==> src/rtl/activity_led_bank.sv <==
// rtl/activity_led_bank.sv - multi-channel activity LED blinker with fixed on/off phases
// Optional ACTIVITY_LED_EDGE_DETECT_EN turns each pulse input into a rising-edge event.
module activity_led_bank #(
  parameter int NUM_CH     = 8,
  parameter int PERIOD     = 62500000,
  parameter bit ACTIVE_LOW = 1'b0
) (
  input  logic              clk,
  input  logic              rst,
  input  logic [NUM_CH-1:0] pulse,
  input  logic [NUM_CH-1:0] mask,
  input  logic [NUM_CH-1:0] force_on,
  output logic [NUM_CH-1:0] led,
  output logic [NUM_CH-1:0] busy
);

  localparam int COUNT_WIDTH = $clog2(PERIOD);
  localparam logic [COUNT_WIDTH-1:0] LAST = COUNT_WIDTH'(PERIOD - 1);

  generate
    if (PERIOD < 2) begin : g_bad_period
      $error("activity_led_bank: PERIOD must be >= 2");
    end
  endgenerate

  typedef enum logic [1:0] {
    IDLE      = 2'd0,
    BLINK_ON  = 2'd1,
    BLINK_OFF = 2'd2,
    ARM_OFF   = 2'd3
  } state_t;

  logic [NUM_CH-1:0] ev;

`ifdef ACTIVITY_LED_EDGE_DETECT_EN
  logic [NUM_CH-1:0] pulse_q;

  // Cleared in reset so a level already high at release still counts once.
  always_ff @(posedge clk) begin
    if (rst) begin
      pulse_q <= '0;
    end else begin
      pulse_q <= pulse;
    end
  end

  assign ev = pulse & ~pulse_q & ~mask;
`else
  assign ev = pulse & ~mask;
`endif

  for (genvar i = 0; i < NUM_CH; i++) begin : g_ch
    state_t                 state_q, state_d;
    logic [COUNT_WIDTH-1:0] count_q, count_d;
    logic                   lit_q, lit_d;
    logic                   led_q, busy_q;
    logic                   at_last;

    assign at_last = (count_q == LAST);

    always_comb begin
      state_d = state_q;
      count_d = count_q;
      lit_d   = lit_q;
      case (state_q)
        IDLE: begin
          if (ev[i]) begin
            count_d = '0;
            lit_d   = 1'b1;
            state_d = BLINK_ON;
          end
        end
        BLINK_ON: begin
          if (at_last) begin
            count_d = '0;
            lit_d   = 1'b0;
            state_d = BLINK_OFF;
          end else begin
            count_d = count_q + 1'b1;
          end
        end
        BLINK_OFF: begin
          if (at_last) begin
            count_d = '0;
            if (ev[i]) begin
              lit_d   = 1'b1;
              state_d = BLINK_ON;
            end else begin
              state_d = IDLE;
            end
          end else begin
            count_d = count_q + 1'b1;
            if (ev[i]) begin
              state_d = ARM_OFF;
            end
          end
        end
        ARM_OFF: begin
          if (at_last) begin
            count_d = '0;
            lit_d   = 1'b1;
            state_d = BLINK_ON;
          end else begin
            count_d = count_q + 1'b1;
          end
        end
        default: begin
          count_d = '0;
          lit_d   = 1'b0;
          state_d = IDLE;
        end
      endcase
    end

    // Outputs come from next-state values so led/busy change the cycle after the event.
    always_ff @(posedge clk) begin
      if (rst) begin
        state_q <= IDLE;
        count_q <= '0;
        lit_q   <= 1'b0;
        led_q   <= ACTIVE_LOW;
        busy_q  <= 1'b0;
      end else begin
        state_q <= state_d;
        count_q <= count_d;
        lit_q   <= lit_d;
        led_q   <= (lit_d | force_on[i]) ^ ACTIVE_LOW;
        busy_q  <= (state_d != IDLE);
      end
    end

    assign led[i]  = led_q;
    assign busy[i] = busy_q;
  end

endmodule
==> config.mk <==
export PLATFORM = sky130hd
export DESIGN_NAME = activity_led_bank
export DESIGN_NICKNAME = d
export VERILOG_FILES = /design/src/rtl/activity_led_bank.sv
export SDC_FILE = /design/constraint.sdc
export NUM_CORES = 1
export LEC_CHECK = 0
export CAP_MARGIN = 20
export CORE_UTILIZATION = 30
export CTS_BUF_LIST = sky130_fd_sc_hd__clkbuf_8
export CTS_CLUSTER_SIZE = 28
export DETAILED_ROUTE_END_ITERATION = 7
export PLACE_DENSITY_LB_ADDON = 0.05
export SYNTH_ARGS = -nofsm -noshare
export SYNTH_HDL_FRONTEND = slang
export SYNTH_SLANG_ARGS = --single-unit
export TNS_END_PERCENT = 10
==> constraint.sdc <==
create_clock -name clk -period 4.1 [get_ports clk]
set_input_delay 1.025 -clock clk [delete_from_list [all_inputs] [get_ports clk]]
set_output_delay 1.025 -clock clk [all_outputs]
set_load 0.01 [all_outputs]
== After elaboration in Yosys (flattened, before gate mapping) ==
Cells that the tools add are included.
Cells by class
  $add $sub $neg: 8
  multiply operators: 0
  div/mod/pow operators: 0
  $lt $le $gt $ge: 0
  eq/ne operators: 40
  shift operators: 0
  mux-type cells: 120
  bitwise gates (word level): 10
  reduce and logical (&&, ||, !) cells: 24
Operators by type and width (count)
  26-bit two-way mux: 16
  26-bit case mux with 2 select lines: 8
  26-bit by 1-bit adder with 26-bit output (second input constant): 8
  26-bit == test (second input constant): 8
  2-bit two-way mux: 40
  2-bit case mux with 4 select lines: 8
  1-bit two-way mux: 40
  2-bit == test (second input constant): 16
  1-bit case mux with 4 select lines: 8
  3-bit OR reduction: 8
  2-bit by 1-bit == test with 1-bit output (second input constant): 8
  2-bit zero test: 8
  2-bit inequality test (second input constant): 8
  2-bit nonzero test: 8
  8-bit bitwise AND: 1
  8-bit NOT: 1
  1-bit bitwise OR: 8
Storage, ports and cells
  register bits after elaboration: 248
  latch bits: 0
  RAM bits: 0
  ROM bits: 0
  bits of input ports: 26
  output and inout port bits: 16
  memories kept: 0

== Longest topological paths before layout ==
  depth in word-level cells: 6
  depth in mapped cells: 9

== Least setup slack after synthesis ==
No wires, ideal clock.
  path type: input -> register
  start point: input port rst
  end point: register g_ch[7].count_q[19]
  library setup time: 70 ps
  arrival: 2218 ps
  required time: 4030 ps
  path slack: 1812 ps
  cell stages on the path: 5
  cell sequence: buf_1 nor4_1 clkbuf_1 a21oi_1 a21oi_1
RTL lines
  from (decl): line 9  | input logic rst,
  to (signal assigned): line 125  | count_q <= count_d;
  to (decl): line 54  | logic [COUNT_WIDTH-1:0] count_q, count_d;

== Worst setup path in the final report ==
  start point: register g_ch[2].count_q[0]
  end point: register g_ch[2].count_q[15]
Between the ends
  longest elaborated chain between the ends: 3
  elaborated cells on any way between the ends: 4
RTL lines
  from (decl): line 54
  from (signal assigned): line 125
  26-bit by 1-bit adder with 26-bit output or 26-bit == test (tied branches)
  26-bit two-way mux *: line 74, 83, 99
  26-bit case mux with 2 select lines *: line 65  | case (state_q)
Every way passes the cells marked *; elsewhere a longest branch is shown, timed or not.
A chain may end at the register's enable or synchronous reset.

==> results.sh <==
export IMPL_status="finished clean"
export IMPL_core_um2=42100
export IMPL_hold_violations=0
export IMPL_cp_max_fo=14
export IMPL_clock_latency_ps=630
export IMPL_grt_pass1_vias=11200
export IMPL_combPwrFrac_pct=6.6
export IMPL_synth_mux_area_share_pct=1.41
export IMPL_worstHoldPathCells=1
export IMPL_synthFlopType="dfxtp_1"
export IMPL_synthSimpleGateAreaFrac_pct=32.8
export IMPL_worstHoldStart="g_ch[4].count_q[25]"
export IMPL_drive_gt1_share_pct=8.99
export IMPL_r2r_slack_ps=1350
export IMPL_antenna_found_initial=0
export IMPL_power_mw=5.45
export IMPL_hp_class="flop to flop"
export IMPL_rsz0062_at_grt="no"
export IMPL_finalCritPeriodShare_pct=67.2
export IMPL_postRouteAntennaNets=0
export IMPL_vias=12000
export IMPL_slew_violations=0
export IMPL_wl_per_cell_um=16.1
export IMPL_synth_top_cell_by_area="dfxtp_1"
export IMPL_power_switching_mw=1.41
export IMPL_crit_arrival_ps=3240
export IMPL_clkTransAtPathRegs_ps=60
export IMPL_routed_wl_um=35600
export IMPL_firstDrtPassIters=5
export IMPL_drt_iter0_drc=663
export IMPL_timing_final_crit_period_ps=2750
export IMPL_syn_nets=1632
export IMPL_die_w_um=209
export IMPL_seq_area_frac_synth_pct=38.6
export IMPL_synth_area_top_cells="dfxtp_1 (39%), a31oi_1 (5.1%), nand3_1 (5.1%)"
export IMPL_synth_distinct_cells=84
export IMPL_port_buffers=41
export IMPL_switching_share_pct=25.9
export IMPL_drv_cap=0
export IMPL_grt_max_degree=36
export IMPL_ff2ff_path_depth=7
export IMPL_clkPwrFrac_pct=47.8
export IMPL_skew_ps=29.9
export IMPL_drcViolationCount=0
export IMPL_io_pins=42
export IMPL_clk_path_buf_depth=3
export IMPL_postSynthAreaPerCell_um2=8.05
export IMPL_die_height_um=209
export IMPL_grt_pass1_wl_um=58800
export IMPL_hpwl_um=24000
export IMPL_finalSetupTns_ps=0
export IMPL_synthToLayoutAreaGrowth_pct=14.5
export IMPL_synth_top_family_by_area="simple AND/OR/NAND/NOR gates"
export IMPL_leakage_nw=4.92
export IMPL_synth_compound_area_share_pct=19.9
export IMPL_pwr_share_seq_pct=45.5
export IMPL_h_tree_depth=2
export IMPL_vdd_ir_drop_max_uv=179
export IMPL_cp_end_kind="flop"
export IMPL_core_rowCount=75
export IMPL_fillers=4407
export IMPL_critical_path_class="flop to flop"
export IMPL_syn_area_um2=12900
export IMPL_ys_ff_latch=248
export IMPL_cts_root_buf="clkbuf_8"
export IMPL_crit_reg2reg_launch="g_ch[2].count_q[0]"
export IMPL_clock_sinks=248
export IMPL_fmax_mhz=363
export IMPL_slew_headroom_pct=27.5
export IMPL_grt_overflow=0
export IMPL_required_ps=4590
export IMPL_antenna_cells=0
export IMPL_cts_resized=0
export IMPL_place_gp_congestion=0.767
export IMPL_num_nets_final=1663
export IMPL_fin_util_pct=34.9
export IMPL_hold_ws_ps=462
export IMPL_synthCells=1598
export IMPL_cts_tree="built"
export IMPL_internal_power_mw=4.04
export IMPL_yosysTopAreaCellShare_pct=38.6
export IMPL_multi_input_area_um2=7360
export IMPL_initial_core_util_pct=30.5
export IMPL_p_per_area_nw_per_um2=370
export IMPL_grt_total_usage_pct=16.3
export IMPL_post_cts_buffers=0
export IMPL_synth_fa_ha_area_share_pct=0.778
export IMPL_worst_pin_slew_ps=1080
export IMPL_vias_per_cell=5.43
export IMPL_synth_xor_area_share_pct=1.84
export IMPL_ys_async_sr_fraction_pct=0
export IMPL_seq_area_um2=4960
export IMPL_cts_hold_buf=0
export IMPL_crit_path_start_kind="flop"
export IMPL_r2r_end="g_ch[2].count_q[15]"
export IMPL_synth_edf_count=0
export IMPL_die_area_um2=43700
export IMPL_yosysWarnings=0
export IMPL_setup_viol=0
export IMPL_min_to="g_ch[4].count_q[25]"
export IMPL_cts_made_buffers=49
## worst max path at each step
stage                        from                  end
4_1_cts        g_ch[2].count_q[0]  g_ch[2].count_q[15]
5_1_grt        g_ch[2].count_q[0]  g_ch[2].count_q[15]
6_report       g_ch[2].count_q[0]  g_ch[2].count_q[15]
3_3_place_gp                  rst  g_ch[0].count_q[19]
3_5_place_dp             pulse[5]  g_ch[5].count_q[21]
2_1_floorplan                 rst  g_ch[7].count_q[19]
## logic make-up (layout without fill, tap and decap cells)
family | after synthesis | in the layout
buf+inv | 119 | 190
simple gates | 777 | 777
mux | 18 | 18
fa+ha+maj | 8 | 8
xor+xnor | 27 | 27
compound gates | 401 | 401
flops | 248 | 248
## layout by cell type, fill, tap and decap left out, types with 40 or more instances in the layout
cell	count
a21oi_1	125
a31oi_1	105
clkbuf_8	60
clkdlybuf4s50_1	40
dfxtp_1	248
inv_1	47
nand2_1	164
nand3_1	131
nand4_1	76
nor2_1	121
nor3_1	50
o21ai_0	47
## synthesized netlist by cell type (6+ instances only)
cell type / instances
dfxtp_1: 248
nand2_1: 164
nand3_1: 131
a21oi_1: 125
nor2_1: 121
a31oi_1: 105
nand4_1: 76
nor3_1: 50
o21ai_0: 47
clkbuf_1: 37
inv_1: 34
and3_1: 33
or3_1: 28
nand2b_1: 26
nor4_1: 25
and4_1: 20
buf_4: 20
mux2i_1: 17
a21o_1: 16
xor2_1: 15
a41oi_1: 14
buf_2: 14
and2_1: 13
nor2b_1: 13
o211ai_1: 12
xnor2_1: 12
a22o_1: 11
nor4b_1: 11
o31ai_1: 9
or4_1: 9
ha_1: 8
nand4b_1: 8
or2_2: 8
a22oi_1: 7
buf_6: 6
## layer usage
metal | global-route usage (%) | wire length, um
met5 | 0 | 0
met4 | 4.87 | 693
met3 | 3.59 | 1530
met2 | 25.1 | 15400
met1 | 22.5 | 18000
## per-stage QoR
stage	setup WS (ps)	cell area, um2	cells
after floorplan	1810	12900	1598
after global routing	1190	14700	2208
final	1350	14700	2208
after CTS	1370	14700	2207
after global placement	1150	13700	2115
after detailed placement	1130	13700	2116
## registers in the layout (all words and copies together) (netlist names)
register and flops:
g_ch.lit_q 8, g_ch.count_q 208, g_ch.led_q 8, g_ch.busy_q 8, g_ch.state_q 16
## power by group through the flow
stage	Clock (mW)	Sequential (mW)	Combinational, mW
final	2.61	2.48	0.360
after global routing	2.86	2.49	0.402
after CTS	2.74	2.48	0.367
after detailed placement	0	2.53	0.365
after global placement	0	2.53	0.363
after floorplan	0	2.52	0.244
## area by class of cell
class                   count  area share (%)
multi-input cells        1231            50.0
flip-flops and latches    248            33.7
clock buffers              60            5.61
well taps                 539            4.58
repair buffers             65            3.98
clock inverters            31            1.29
inverters                  34           0.867
## worst max-delay path, cell delays in order (launching register included)
cell,delay (ps)
dfxtp_1,390
ha_1,250
nand4_1,230
nor4_1,680
a21oi_2,350
buf_4,300
and3_2,200
a221o_1,250
(Power assumes the default switching activity.)
